### src/rtl/dm_arbiter_pkg.sv
// rtl/dm_arbiter_pkg.sv - shared FSM encodings and port ids for the data memory arbiter
package dm_arbiter_pkg;

  typedef enum logic [1:0] {
    IDLE   = 2'd0,
    ACCESS = 2'd1,
    DONE   = 2'd2
  } state_t;

  localparam logic PORT_FETCH = 1'b0;
  localparam logic PORT_LSU   = 1'b1;

endpackage

### src/rtl/dm_arbiter_if.sv
// rtl/dm_arbiter_if.sv - requester and memory-side signal bundle for dm_arbiter
interface dm_arbiter_if #(
  parameter int ADDR_W = 32,
  parameter int DATA_W = 32
);

  logic              req0;
  logic [ADDR_W-1:0] addr0;
  logic [DATA_W-1:0] rdata0;
  logic              ack0;
  logic              err0;

  logic              req1;
  logic              we1;
  logic [ADDR_W-1:0] addr1;
  logic [DATA_W-1:0] wdata1;
  logic [DATA_W-1:0] rdata1;
  logic              ack1;
  logic              err1;

  logic              mem_write;
  logic [ADDR_W-1:0] mem_address;
  logic [DATA_W-1:0] mem_wdata;
  logic [DATA_W-1:0] mem_rdata;

  modport slave (
    input  req0, addr0, req1, we1, addr1, wdata1, mem_rdata,
    output rdata0, ack0, err0, rdata1, ack1, err1,
    output mem_write, mem_address, mem_wdata
  );

  modport master (
    output req0, addr0, req1, we1, addr1, wdata1, mem_rdata,
    input  rdata0, ack0, err0, rdata1, ack1, err1,
    input  mem_write, mem_address, mem_wdata
  );

endinterface

### src/rtl/dm_arbiter_rr_arb2.sv
// rtl/dm_arbiter_rr_arb2.sv - combinational two-way round-robin pick
module rr_arb2
  import dm_arbiter_pkg::*;
(
  input  logic i_req0,
  input  logic i_req1,
  input  logic i_last_grant,
  output logic o_valid,
  output logic o_grant
);

  // On a tie the port that did not win last time goes first.
  always_comb begin
    o_valid = i_req0 | i_req1;
    o_grant = PORT_FETCH;
    if (i_req0 && i_req1) begin
      o_grant = ~i_last_grant;
    end else if (i_req1) begin
      o_grant = PORT_LSU;
    end
  end

endmodule

### src/rtl/dm_arbiter.sv
// rtl/dm_arbiter.sv - round-robin sharing of the single-port data memory between fetch and LSU
module dm_arbiter
  import dm_arbiter_pkg::*;
#(
  parameter int ADDR_W    = 32,
  parameter int DATA_W    = 32,
  parameter int MEM_BYTES = 4096
) (
  input  logic         clock,
  input  logic         reset_n,
  dm_arbiter_if.slave  bus
);

  state_t            r_state;
  state_t            w_next_state;
  logic              r_last_grant;
  logic              r_grant;
  logic              r_we;
  logic              r_err;
  logic              r_mem_write;
  logic [ADDR_W-1:0] r_mem_address;
  logic [DATA_W-1:0] r_mem_wdata;
  logic [DATA_W-1:0] r_rdata0;
  logic [DATA_W-1:0] r_rdata1;
  logic              r_ack0;
  logic              r_ack1;
  logic              r_err0;
  logic              r_err1;

  logic              w_valid;
  logic              w_grant;
  logic              w_we;
  logic              w_err;
  logic [ADDR_W-1:0] w_addr;
  logic [DATA_W-1:0] w_wdata;

  rr_arb2 u_rr_arb2 (
    .i_req0       (bus.req0),
    .i_req1       (bus.req1),
    .i_last_grant (r_last_grant),
    .o_valid      (w_valid),
    .o_grant      (w_grant)
  );

  // Fetch is read-only, so its write enable and write data are forced off.
  assign w_addr  = (w_grant == PORT_LSU) ? bus.addr1 : bus.addr0;
  assign w_we    = (w_grant == PORT_LSU) & bus.we1;
  assign w_wdata = (w_grant == PORT_LSU) ? bus.wdata1 : '0;
  assign w_err   = (w_addr >= ADDR_W'(MEM_BYTES));

  always_ff @(posedge clock) begin
    if (!reset_n) begin
      r_state <= IDLE;
    end else begin
      r_state <= w_next_state;
    end
  end

  always_comb begin
    w_next_state = IDLE;
    case (r_state)
      IDLE:    w_next_state = w_valid ? ACCESS : IDLE;
      ACCESS:  w_next_state = DONE;
      DONE:    w_next_state = IDLE;
      default: w_next_state = IDLE;
    endcase
  end

  always_ff @(posedge clock) begin
    if (!reset_n) begin
      r_last_grant  <= PORT_LSU;
      r_grant       <= PORT_FETCH;
      r_we          <= 1'b0;
      r_err         <= 1'b0;
      r_mem_write   <= 1'b0;
      r_mem_address <= '0;
      r_mem_wdata   <= '0;
      r_rdata0      <= '0;
      r_rdata1      <= '0;
      r_ack0        <= 1'b0;
      r_ack1        <= 1'b0;
      r_err0        <= 1'b0;
      r_err1        <= 1'b0;
    end else begin
      r_mem_write <= 1'b0;
      r_ack0      <= 1'b0;
      r_ack1      <= 1'b0;
      r_err0      <= 1'b0;
      r_err1      <= 1'b0;
      case (r_state)
        IDLE: begin
          if (w_valid) begin
            r_grant       <= w_grant;
            r_we          <= w_we;
            r_err         <= w_err;
            r_last_grant  <= w_grant;
            r_mem_address <= w_addr;
            r_mem_wdata   <= w_wdata;
            r_mem_write   <= w_we & ~w_err;
          end
        end
        // Read data is captured at the end of ACCESS so ack and rdata rise together in DONE.
        ACCESS: begin
          if (r_grant == PORT_FETCH) begin
            r_ack0 <= 1'b1;
            r_err0 <= r_err;
            if (r_err) begin
              r_rdata0 <= '0;
            end else if (!r_we) begin
              r_rdata0 <= bus.mem_rdata;
            end
          end else begin
            r_ack1 <= 1'b1;
            r_err1 <= r_err;
            if (r_err) begin
              r_rdata1 <= '0;
            end else if (!r_we) begin
              r_rdata1 <= bus.mem_rdata;
            end
          end
        end
        default: ;
      endcase
    end
  end

  assign bus.mem_write   = r_mem_write;
  assign bus.mem_address = r_mem_address;
  assign bus.mem_wdata   = r_mem_wdata;
  assign bus.rdata0      = r_rdata0;
  assign bus.rdata1      = r_rdata1;
  assign bus.ack0        = r_ack0;
  assign bus.ack1        = r_ack1;
  assign bus.err0        = r_err0;
  assign bus.err1        = r_err1;

endmodule

### src/flat_wrapper.sv
// flat-port wrapper written by rule: the top's interface ports become plain ports
module dm_arbiter_flat import dm_arbiter_pkg::*;
#(
  parameter int ADDR_W    = 32,
  parameter int DATA_W    = 32,
  parameter int MEM_BYTES = 4096
)
  (clock, reset_n, bus_req0, bus_addr0, bus_req1, bus_we1, bus_addr1, bus_wdata1, bus_mem_rdata, bus_rdata0, bus_ack0, bus_err0, bus_rdata1, bus_ack1, bus_err1, bus_mem_write, bus_mem_address, bus_mem_wdata);
  dm_arbiter_if #(.ADDR_W(ADDR_W), .DATA_W(DATA_W)) bus_i ();
  input  logic clock;
  input  logic reset_n;
  input wire logic [$bits(bus_i.req0)-1:0] bus_req0;
  input wire logic [$bits(bus_i.addr0)-1:0] bus_addr0;
  input wire logic [$bits(bus_i.req1)-1:0] bus_req1;
  input wire logic [$bits(bus_i.we1)-1:0] bus_we1;
  input wire logic [$bits(bus_i.addr1)-1:0] bus_addr1;
  input wire logic [$bits(bus_i.wdata1)-1:0] bus_wdata1;
  input wire logic [$bits(bus_i.mem_rdata)-1:0] bus_mem_rdata;
  output wire logic [$bits(bus_i.rdata0)-1:0] bus_rdata0;
  output wire logic [$bits(bus_i.ack0)-1:0] bus_ack0;
  output wire logic [$bits(bus_i.err0)-1:0] bus_err0;
  output wire logic [$bits(bus_i.rdata1)-1:0] bus_rdata1;
  output wire logic [$bits(bus_i.ack1)-1:0] bus_ack1;
  output wire logic [$bits(bus_i.err1)-1:0] bus_err1;
  output wire logic [$bits(bus_i.mem_write)-1:0] bus_mem_write;
  output wire logic [$bits(bus_i.mem_address)-1:0] bus_mem_address;
  output wire logic [$bits(bus_i.mem_wdata)-1:0] bus_mem_wdata;
  assign bus_i.req0 = bus_req0;
  assign bus_i.addr0 = bus_addr0;
  assign bus_i.req1 = bus_req1;
  assign bus_i.we1 = bus_we1;
  assign bus_i.addr1 = bus_addr1;
  assign bus_i.wdata1 = bus_wdata1;
  assign bus_i.mem_rdata = bus_mem_rdata;
  assign bus_rdata0 = bus_i.rdata0;
  assign bus_ack0 = bus_i.ack0;
  assign bus_err0 = bus_i.err0;
  assign bus_rdata1 = bus_i.rdata1;
  assign bus_ack1 = bus_i.ack1;
  assign bus_err1 = bus_i.err1;
  assign bus_mem_write = bus_i.mem_write;
  assign bus_mem_address = bus_i.mem_address;
  assign bus_mem_wdata = bus_i.mem_wdata;
  dm_arbiter #(.ADDR_W(ADDR_W), .DATA_W(DATA_W), .MEM_BYTES(MEM_BYTES)) u_core (.clock(clock), .reset_n(reset_n), .bus(bus_i));
endmodule
### config.mk
export PLATFORM = sky130hd
export DESIGN_NAME = dm_arbiter_flat
export DESIGN_NICKNAME = d
export VERILOG_FILES = /design/src/rtl/dm_arbiter_pkg.sv /design/src/rtl/dm_arbiter_if.sv /design/src/rtl/dm_arbiter_rr_arb2.sv /design/src/rtl/dm_arbiter.sv /design/src/flat_wrapper.sv
export SDC_FILE = /design/constraint.sdc
export NUM_CORES = 1
export LEC_CHECK = 0
export CAP_MARGIN = 40
export CORE_ASPECT_RATIO = 0.7
export CORE_MARGIN = 2
export CORE_UTILIZATION = 44
export CTS_CLUSTER_SIZE = 8
export DETAILED_ROUTE_END_ITERATION = 16
export PLACE_DENSITY = 0.86
export SLEW_MARGIN = 20
export SYNTH_ARGS = -nofsm -noshare
export SYNTH_HDL_FRONTEND = slang
export SYNTH_SLANG_ARGS = --single-unit
### constraint.sdc
create_clock -name clock -period 2.05 [get_ports clock]
set_input_delay 0.41 -clock clock [delete_from_list [all_inputs] [get_ports clock]]
set_output_delay 0.41 -clock clock [all_outputs]
set_load 0.005 [all_outputs]
==> results of run 1 <==
-- state kept, by name, summed over array words and instances (netlist names) --
register                flops
u_core.bus.ack0             1
u_core.bus.ack1             1
u_core.bus.err0             1
u_core.bus.err1             1
u_core.bus.mem_address     32
u_core.bus.mem_wdata       32
u_core.bus.mem_write        1
u_core.bus.rdata0          32
u_core.bus.rdata1          32
u_core.r_err                1
u_core.r_grant              1
u_core.r_last_grant         1
u_core.r_state              2
u_core.r_we                 1
-- worst min path at each step --
stage	cells after the start	start	end	slack (ns)
finish	2	reset_n	u_core.bus.mem_address[20]	0.36
global route	2	reset_n	u_core.bus.mem_address[20]	0.37
CTS	2	reset_n	u_core.bus.mem_address[20]	0.35
detailed placement	2	u_core.bus.rdata0[20]	u_core.bus.rdata0[20]	0.45
global placement	2	u_core.bus.rdata1[20]	u_core.bus.rdata1[20]	0.44
floorplan	1	u_core.r_we	u_core.r_we	0.45
-- placed cells by master, fill, tap and decap left out, drive strengths merged, types with 14 or more instances in the layout --
cell type      Yosys  layout
buf               31      14
a21boi            65      65
nor2b             34      34
o211a             32      32
clkbuf            16      19
nand2            166     166
mux2i             32      32
dfxtp            139     139
a22o              33      33
clkdlybuf4s50      0     264
-- power by group through the flow --
stage | combinational [mW] | sequential [mW] | clock [mW]
3_3_place_gp | 1.17 | 3.00 | 0
4_1_cts | 1.20 | 2.95 | 3.20
3_5_place_dp | 1.19 | 3.01 | 0
2_1_floorplan | 0.493 | 3.02 | 0
5_1_grt | 1.29 | 2.97 | 3.32
6_report | 1.20 | 2.95 | 3.14
-- layout make-up --
cell class	instances	area share
Inverter	1	0.000423
Timing Repair Buffer	278	0.315
Tap cell	162	0.0228
Sequential cell	139	0.313
Clock buffer	19	0.0499
Clock inverter	13	0.0186
Multi-Input combinational cell	395	0.280
-- kinds of logic (layout without fill, tap and decap cells) --
family	count (synthesis)	after routing	share of synthesized area
multiplexers	32	32	0.0580
AND/OR/NAND/NOR	227	227	0.183
AO/OA/AOI/OAI	136	136	0.207
flip-flops	139	139	0.504
buffers and inverters	48	311	0.0485
-- layer usage --
layer,up-vias,track usage,part of all wire
met1,2452,0.274,0.42
met5,-,0,0
li1,2499,-,-
met3,19,0.0696,0.077
met4,0,0.0816,0.016
met2,181,0.414,0.49
==> summary.md, run 1 <==
| Metric | Value |
|---|---|
| Final cell count without fillers | `approximately 1000` |
| Crit-path slowest cell | `clkdlybuf4s50_1` |
| CP startpoint | `u_core.bus.rdata0[29]` |
| CP endpoint kind | `output port` |
| Async SR Flop Fraction | `0` |
| Drt drc | `0` |
| Post-placement cell area | `approximately 8300 um^2` |
| Final core utilization | `0.720` |
| WP depth | `1` |
| I/O pin count | `266` |
| Syn Area/Cell | `between 9 and 10 um^2` |
| Hold buffers post-CTS | `0` |
| Delay-heaviest family, CP | `buffers and inverters` |
| Core Area | `approximately 12000 um^2` |
| Worst path cell trace | `clkdlybuf4s50_1` |
| CTS-repair resized insts | `0` |
| Worst slack, placed | `approximately 0.082 ns` |
| Row cnt | `34` |
| Tot GR Track Use | `0.236` |
| Clock power share | `0.431` |
| Detailed Routing Iterations Pass 1 | `4` |
| CTS root buf | `clkbuf_16` |
| Worst-path maximum fanout | `2` |
| Final setup violation count | `0` |
| Peak Freq | `roughly 0.58 GHz` |
| Avg WL per Cell | `about 16 um` |
| Syn nets | `between 700 and 800` |
| FILL cells | `a little over 900` |
| Antenna cell count | `0` |
| Area leader, netlist | `dfxtp_1` |
| Via count | `5151` |
| Yosys reg bits | `between 100 and 150` |
| Status | `complete, no violations` |
| Post-CTS setup buffer count | `0` |
| Setup TNS Final | `0 ns` |
| Final wirelength | `between 15 and 20 mm` |
| Die width | `138 um` |
| EDFF count, synth | `0` |
| Mapped Cells | `about 580` |
| Buffers on Ports | `265` |
| Hold crit path type | `input pin to flop` |
| First-pass GRT wire length | `approximately 25 mm` |
| Minimum clock period | `around 1.7 ns` |
| Multi-input logic area | `about 2500 um^2` |
| Seq/Total Area, Yosys | `0.504` |
| Normalized max-slew margin | `0.718` |
| Combinational power share | `0.164` |
| CTS tree | `built` |
| Via density | `5.12` |
| DIE AREA | `between 10000 and 15000 um^2` |
| Worst path required time | `roughly 1.6 ns` |
| Fin Hold WS | `approximately 0.36 ns` |
| Maximum Capacitance Violations | `0` |
| Initial antenna violation count | `0` |
| Clock transition at path regs | `roughly 0.060 ns` |
| Number of global-route vias before repair | `5166` |
| CTS Buffer Depth | `2` |
| Peak supply drop | `0.000556 V` |
| Antenna-violating nets left | `0` |
| GRT overflow | `0` |
| Power, Total | `about 7.3 mW` |
| Worst path bufs/invs | `1` |
| Crit Path Class | `flop to output port` |
| Yosys warnings | `0` |
| Gpl congestion | `just under 0.9` |
| Largest net degree at the start of global routing | `57` |
| Cell with the most instances after synthesis | `nand2_1` |
| Leak | `3.56 nW` |
| RSZ-0062 raised after global routing | `false` |
| Sequential power share | `0.405` |
| Layout area overhead | `60.7%` |
| Initial Util | `0.448` |
| Switching power | `1.76 mW` |
| Detailed placement HPWL | `roughly 11 mm` |
| Sw frac | `0.242` |
| Final setup margin | `about 0.34 ns` |
| Post-synth top flop | `dfxtp_1` |
| Final Hold Fails | `0` |
| 1st-iter DRT viols | `between 150 and 200` |
| PwrDens | `about 800 nW/um^2` |
| Net count, final | `965` |
| Clock sink count | `between 100 and 150` |
| R2r startpoint | `u_core.r_state[0]` |
| Tightest Pin Transition | `about 0.42 ns` |
| Internal Power | `approximately 5.5 mW` |
| Num CTS Buffers | `17` |
| H-tree Lvls | `4` |
| Critical Path End | `bus_rdata0[29]` |
| CP max stage delay | `around 0.54 ns` |
| Die height | `a little under 100 um` |
| Worst setup SP type | `flop` |
| Reg2Reg Setup Slack | `approximately 0.44 ns` |
| Layout cell share with drive strength beyond 1 | `0.0615` |
| Mapped cell area | `roughly 5500 um^2` |
| Synth unique cells | `33` |
| Design Area, Final | `between 8000 and 9000 um^2` |
| Ranking of synthesized cells by area | `dfxtp_1, nand2_1, a21boi_1, mux2i_1, o211a_1` |
| Worst skew pair latency | `about 0.40 ns` |
| Slew Limit Fails | `0` |
| Post-Place Cells | `slightly below 1000` |
| Top cell type's share of synthesized area | `0.504` |
| FF+latch area | `2780 um^2` |
| Reg2Reg Capture Point | `u_core.bus.rdata0[5]` |
| Period utilization | `0.835` |
| Worst Reg-to-Reg Cells | `5` |
| Crit path DAT | `1.30 ns` |
| Worst Skew | `0.00829 ns` |
| Most frequent cells after synthesis | `nand2_1, dfxtp_1, a21boi_1` |
(Power assumes the default switching activity.)
==> run 2, diff against run 1 <==
--- a/config.mk
+++ b/config.mk
@@ -8,10 +8,10 @@
 export CAP_MARGIN = 40
 export CORE_ASPECT_RATIO = 0.7
 export CORE_MARGIN = 2
-export CORE_UTILIZATION = 44
+export CORE_UTILIZATION = 37
 export CTS_CLUSTER_SIZE = 8
 export DETAILED_ROUTE_END_ITERATION = 16
-export PLACE_DENSITY = 0.86
+export PLACE_DENSITY = 0.77
 export SLEW_MARGIN = 20
 export SYNTH_ARGS = -nofsm -noshare
 export SYNTH_HDL_FRONTEND = slang
==> constraint.sdc (replaced) <==
create_clock -name clock -period 1.4 [get_ports clock]
set_input_delay 0.28 -clock clock [delete_from_list [all_inputs] [get_ports clock]]
set_output_delay 0.28 -clock clock [all_outputs]
set_load 0.005 [all_outputs]
==> run 2 against run 1 <==
  * Non-clock buffer count increased by 26
  * First-iteration DRC count increased by 39%
  * Routed wire length increased by 9.7%
  * Clock power increased by 53%
  * Largest cell class unchanged
  * Via count about the same
  * Highest routed layer unchanged
  * Global-route usage decreased by 2.1 points
==> summary.md, run 2 (synthesis results as in run 1) <==
| Metric | Value |
|---|---|
| Status | `complete, no violations` |
| Worst-path maximum fanout | `2 (unchanged)` |
| Worst path required time | `1.12 ns (-0.52 ns)` |
| Most common cell after layout, fill and taps aside | `nand2_1` |
| CTS root buf | `clkbuf_16` |
| Multi-input logic area | `2520 um^2 (+1.5%)` |
| CP endpoint kind | `output port` |
| Via density | `4.84 (-5.4%)` |
| Tot GR Track Use | `0.215 (-0.0212)` |
| Final setup violation count | `0 (unchanged)` |
| Gpl congestion | `0.781 (-10%)` |
| R2r startpoint | `u_core.r_last_grant` |
| Clock transition at path regs | `0.06 ns (about the same)` |
| Die height | `106 um (+8.7%)` |
| Peak Freq | `approximately 0.74 GHz` |
| Most frequent cells in the layout | `nand2_1, dlygate4sd2_1, clkdlybuf4s50_1, dfxtp_1, a21boi_1` |
| Normalized max-slew margin | `0.781 (+0.0633)` |
| Worst setup SP type | `flop` |
| Crit-path slowest cell | `dfxtp_1` |
| Delay-heaviest family, CP | `flip-flops` |
| Layout cell share with drive strength beyond 1 | `0.111 (+0.0498)` |
| I/O pin count | `266 (unchanged)` |
| FF+latch area | `2800 um^2 (+0.63%)` |
| Die width | `150 um (+8.8%)` |
| Via count | `5156 (+0.097%)` |
| Row cnt | `37 (+8.8%)` |
| Antenna cell count | `0 (unchanged)` |
| Crit path DAT | `1.07 ns (-0.23 ns)` |
| Net count, final | `991 (+2.7%)` |
| Worst slack, placed | `-0.404 ns (-0.486 ns)` |
| Num CTS Buffers | `17 (unchanged)` |
| Final Hold Fails | `0 (unchanged)` |
| Peak supply drop | `0.000645 V (+16%)` |
| Detailed Routing Iterations Pass 1 | `4 (unchanged)` |
| Worst path cell trace | `dlygate4sd2_1` |
| CTS tree | `built` |
| Largest net degree at the start of global routing | `61 (+7.0%)` |
| Reg2Reg Setup Slack | `0.06 ns (-0.38 ns)` |
| Initial antenna violation count | `0 (unchanged)` |
| RSZ-0062 raised after global routing | `true` |
| First-pass GRT wire length | `26.5 mm (+4.7%)` |
| Final cell count without fillers | `1066 (+5.9%)` |
| Buffers on Ports | `265 (unchanged)` |
| Final wirelength | `17.9 mm (+9.7%)` |
| Drt drc | `0 (unchanged)` |
| Detailed placement HPWL | `12.6 mm (+12%)` |
| Crit Path Class | `flop to output port` |
| Maximum Capacitance Violations | `0 (unchanged)` |
| Antenna-violating nets left | `0 (unchanged)` |
| CP startpoint | `u_core.bus.mem_address[27]` |
| Period utilization | `0.963` |
| Avg WL per Cell | `16.8 um (+3.7%)` |
| FILL cells | `1302 (+43%)` |
| Minimum clock period | `approximately 1.3 ns` |
| Leak | `4.35 nW (+22%)` |
| Slew Limit Fails | `0 (unchanged)` |
| 1st-iter DRT viols | `251 (+39%)` |
| Post-Place Cells | `1029 (+5.5%)` |
| Number of global-route vias before repair | `4927 (-4.6%)` |
| CTS Buffer Depth | `2 (unchanged)` |
| Hold crit path type | `input pin to flop` |
| Core Area | `14600 um^2 (+19%)` |
| GRT overflow | `0 (unchanged)` |
| H-tree Lvls | `4 (unchanged)` |
| Worst path bufs/invs | `1 (unchanged)` |
| PwrDens | `1190 nW/um^2 (+45%)` |
| Clock sink count | `139 (unchanged)` |
| Tightest Pin Transition | `0.325 ns (-0.0941 ns)` |
| Final setup margin | `0.0519 ns (-0.287 ns)` |
| DIE AREA | `15900 um^2 (+18%)` |
| Worst Skew | `0.00942 ns (+0.00113 ns)` |
| CP max stage delay | `0.34 ns (-0.20 ns)` |
| Power, Total | `10.9 mW (+50%)` |
| Worst skew pair latency | `0.40 ns (about the same)` |
| HP Start | `reset_n` |
| Initial Util | `0.378 (-0.0702)` |
| Layout area overhead | `65.8%` |
| Hold buffers post-CTS | `0 (unchanged)` |
run 2: cell count changes in the layout (fill, tap and decap cells not counted), sizes merged, moves of 2 or more:
| cell | delta |
|---|---|
| dlygate4sd2 | +133 |
| dlymetal6s2s | +2 |
| clkinvlp | -2 |
| buf | +23 |
| clkdlybuf4s50 | -135 |
| clkbuf | +3 |
run 2: stage by stage:
stage	util	cell area [um^2]	TNS (ns)	hold slack (ns)
after floorplan	-	5530	0	0.405
after global placement	0.584	8540	-21.62	0.440
after detailed placement	0.584	8540	-23.50	0.446
after CTS	0.617	9030	0	0.298
after global routing	0.626	9160	-0.0239	0.314
final	0.626	9160	0	0.311
run 2: report_power, final:
part           internal (mW)  switching, mW
combinational           1.00          0.760
clock                   3.05           1.76
sequential              4.20          0.130
total                   8.25           2.65
run 2: path summary, 6_finish.rpt:
check / to / depth (start not counted)
min reg2reg: u_core.bus.rdata1[24] / 2
min: u_core.r_last_grant / 3
max: bus_mem_address[27] / 1
max reg2reg: u_core.r_err / 6
run 2: final cells by class:
| class | count | share of cell area |
|---|---|---|
| timing repair buffer | 304 | 0.323 |
| inverter | 1 | 0.000410 |
| clock buffer | 19 | 0.0483 |
| sequential | 139 | 0.306 |
| clock inverter | 13 | 0.0206 |
| tap | 195 | 0.0266 |
| multi-input combinational | 395 | 0.275 |
run 2: what timing repair did:
item,in CTS,in global routing
gates cloned,0,3
pin swaps,0,0
resized for setup,147,10
endpoints found under the setup margin,137,37
buffers inserted,0,2
run 2: routing by layer:
metal / up-vias / track usage / share of wire
met3: 4 / 0.0863 / 0.091
met5: - / 0 / 0
li1: 2552 / - / -
met2: 186 / 0.364 / 0.48
met4: 0 / 0.0478 / 0.0030
met1: 2414 / 0.257 / 0.43
==> run 3, diff against run 2 <==
--- a/config.mk
+++ b/config.mk
@@ -8,10 +8,10 @@
 export CAP_MARGIN = 40
 export CORE_ASPECT_RATIO = 0.7
 export CORE_MARGIN = 2
-export CORE_UTILIZATION = 37
+export CORE_UTILIZATION = 44
 export CTS_CLUSTER_SIZE = 8
 export DETAILED_ROUTE_END_ITERATION = 16
-export PLACE_DENSITY = 0.77
+export PLACE_DENSITY = 0.9
 export SLEW_MARGIN = 20
 export SYNTH_ARGS = -nofsm -noshare
 export SYNTH_HDL_FRONTEND = slang
==> constraint.sdc (replaced) <==
create_clock -name clock -period 1.6 [get_ports clock]
set_input_delay 0.32 -clock clock [delete_from_list [all_inputs] [get_ports clock]]
set_output_delay 0.32 -clock clock [all_outputs]
set_load 0.005 [all_outputs]
==> run 3 against run 2 <==
  * Sequential power shrank 13%
  * Flip-flop and latch count is the same
  * Clock power shrank 12%
  * Critical path depth is the same
  * Core utilization grew 12 points
  * Critical endpoint is now bus_rdata0[22]
  * Largest power group unchanged
  * Highest routed layer unchanged
==> summary.md, run 3 (synthesis results as in run 1) <==
| Metric | Value |
|---|---|
| Detailed placement HPWL | `12.7 mm (+1.2%)` |
| Worst skew pair latency | `0.41 ns (about the same)` |
| Worst setup SP type | `flop` |
| Worst slack, placed | `-0.287 ns (+0.116 ns)` |
| First-pass GRT wire length | `27.2 mm (+2.8%)` |
| Crit-path slowest cell | `clkdlybuf4s50_1` |
| Sw frac | `0.247 (+0.00403)` |
| Via density | `5.17 (+6.8%)` |
| Tightest Pin Transition | `0.502 ns (+0.176 ns)` |
| Worst Skew | `0.0110 ns (+0.00158 ns)` |
| Most common cell after layout, fill and taps aside | `nand2_1` |
| Sequential power share | `0.397 (about the same)` |
| Crit Path Class | `flop to output port` |
| Antenna cell count | `0 (unchanged)` |
| GRT overflow | `0 (unchanged)` |
| Net count, final | `978 (-1.3%)` |
| Antenna-violating nets left | `0 (unchanged)` |
| Setup TNS Final | `0 ns (unchanged)` |
| Final wirelength | `18.1 mm (+1.0%)` |
| Avg WL per Cell | `17.7 um (+5.6%)` |
| Worst path bufs/invs | `1 (unchanged)` |
| Die width | `138 um (-8.1%)` |
| Combinational power share | `0.160 (-0.002)` |
| Maximum Capacitance Violations | `0 (unchanged)` |
| Worst path required time | `1.28 ns (+0.16 ns)` |
| Peak Freq | `roughly 0.64 GHz` |
| Drt drc | `0 (unchanged)` |
| Initial antenna violation count | `0 (unchanged)` |
| Peak supply drop | `0.000804 V (+25%)` |
| Slew Limit Fails | `0 (unchanged)` |
| Core Area | `12300 um^2 (-16%)` |
| Detailed Routing Iterations Pass 1 | `4 (unchanged)` |
| CTS tree | `built` |
| Crit path DAT | `1.25 ns (+0.18 ns)` |
| Gpl congestion | `0.833 (+6.6%)` |
| Layout cell share with drive strength beyond 1 | `0.0932 (-0.0181)` |
| Worst path cell trace | `clkdlybuf4s50_1` |
| 1st-iter DRT viols | `244 (-2.8%)` |
| Final setup margin | `0.0305 ns (-0.0214 ns)` |
| Final setup violation count | `0 (unchanged)` |
| Most frequent cells in the layout | `nand2_1, clkdlybuf4s50_1, dfxtp_1, dlymetal6s2s_1, a21boi_1` |
| H-tree Lvls | `4 (unchanged)` |
| PwrDens | `1040 nW/um^2 (-13%)` |
| Minimum clock period | `1.57 ns` |
| DIE AREA | `13500 um^2 (-15%)` |
| Clock sink count | `139 (unchanged)` |
| Clock transition at path regs | `0.06 ns (about the same)` |
| CTS root buf | `clkbuf_16` |
| Worst-path maximum fanout | `2 (unchanged)` |
| Status | `complete, no violations` |
| Power, Total | `9.54 mW (-12%)` |
| Tot GR Track Use | `0.261 (+0.0461)` |
| Period utilization | `0.981` |
| Number of global-route vias before repair | `5373 (+9.1%)` |
| Layout area overhead | `66.7%` |
| CP max stage delay | `0.51 ns (+0.17 ns)` |
| Delay-heaviest family, CP | `buffers and inverters` |
| Clock power share | `0.444 (+0.003)` |
| Normalized max-slew margin | `0.662 (-0.119)` |
| Buffers on Ports | `265 (unchanged)` |
| Hold crit path type | `input pin to flop` |
| RSZ-0062 raised after global routing | `false` |
| Row cnt | `34 (-8.1%)` |
| CTS Buffer Depth | `2 (unchanged)` |
| Internal Power | `7.19 mW (-13%)` |
| CP endpoint kind | `output port` |
| Final Hold Fails | `0 (unchanged)` |
| Largest net degree at the start of global routing | `58 (-4.9%)` |
| Final core utilization | `0.746 (+0.120)` |
| Initial Util | `0.448 (+0.0702)` |
| Num CTS Buffers | `17 (unchanged)` |
| Via count | `5270 (+2.2%)` |
| Switching power | `2.36 mW (-11%)` |
| Leak | `5.04 nW (+16%)` |
| I/O pin count | `266 (unchanged)` |
| Die height | `97.8 um (-8.0%)` |
[run 3: changes by cell type in the layout (fill, tap and decap cells not counted), sizes merged]
| cell | delta |
|---|---|
| dlygate4sd2 | -94 |
| dlymetal6s2s | +68 |
| clkdlybuf4s50 | +26 |
| buf | -10 |
| clkbuf | -5 |
| inv | +3 |
| clkinvlp | -1 |
[run 3: stage by stage]
step	area (um^2)	hold WS [ns]	instances
2_1_floorplan	5530	0.445	582
3_3_place_gp	8430	0.440	988
3_5_place_dp	8430	0.445	988
4_1_cts	9020	0.177	1020
5_1_grt	9210	0.205	1020
6_report	9210	0.194	1020
[run 3: repair_timing]
| item | 4_1_cts | 5_1_grt |
|---|---|---|
| gates resized for setup | 46 | 77 |
| hold buffers | 0 | 0 |
| setup buffers | 0 | 0 |
| endpoints found under the setup margin | 46 | 76 |
[run 3: layout make-up]
type,count,area [um^2]
multi-input cells,395,2480
fillers,831,3130
flip-flops and latches,139,2800
inverters,1,3.75
well taps,162,203
repair buffers,291,3080
clock buffers,17,425
clock inverters,15,210
[run 3: final timing paths]
check	slack, ns	startpoint	end	depth (start not counted)
worst max-delay path	0.03	u_core.bus.rdata0[22]	bus_rdata0[22]	1
worst min-delay path	0.19	reset_n	u_core.r_last_grant	2
worst max register to register	0.16	u_core.r_state[0]	u_core.bus.rdata1[7]	5
worst min register to register	0.45	u_core.bus.rdata1[24]	u_core.bus.rdata1[24]	2
[run 3: power groups by stage]
stage,Clock (mW),Sequential (mW),Combinational (mW)
2_1_floorplan,0,3.87,0.631
3_3_place_gp,0,3.85,1.54
3_5_place_dp,0,3.86,1.58
4_1_cts,4.30,3.79,1.55
5_1_grt,4.46,3.81,1.64
6_report,4.24,3.78,1.52
[run 3: layer usage]
metal	vias up	share of wire	global-route usage
met5	-	0	0
met1	2469	0.38	0.286
met4	0	0.030	0.0981
met3	48	0.091	0.0961
li1	2520	-	-
met2	233	0.50	0.460
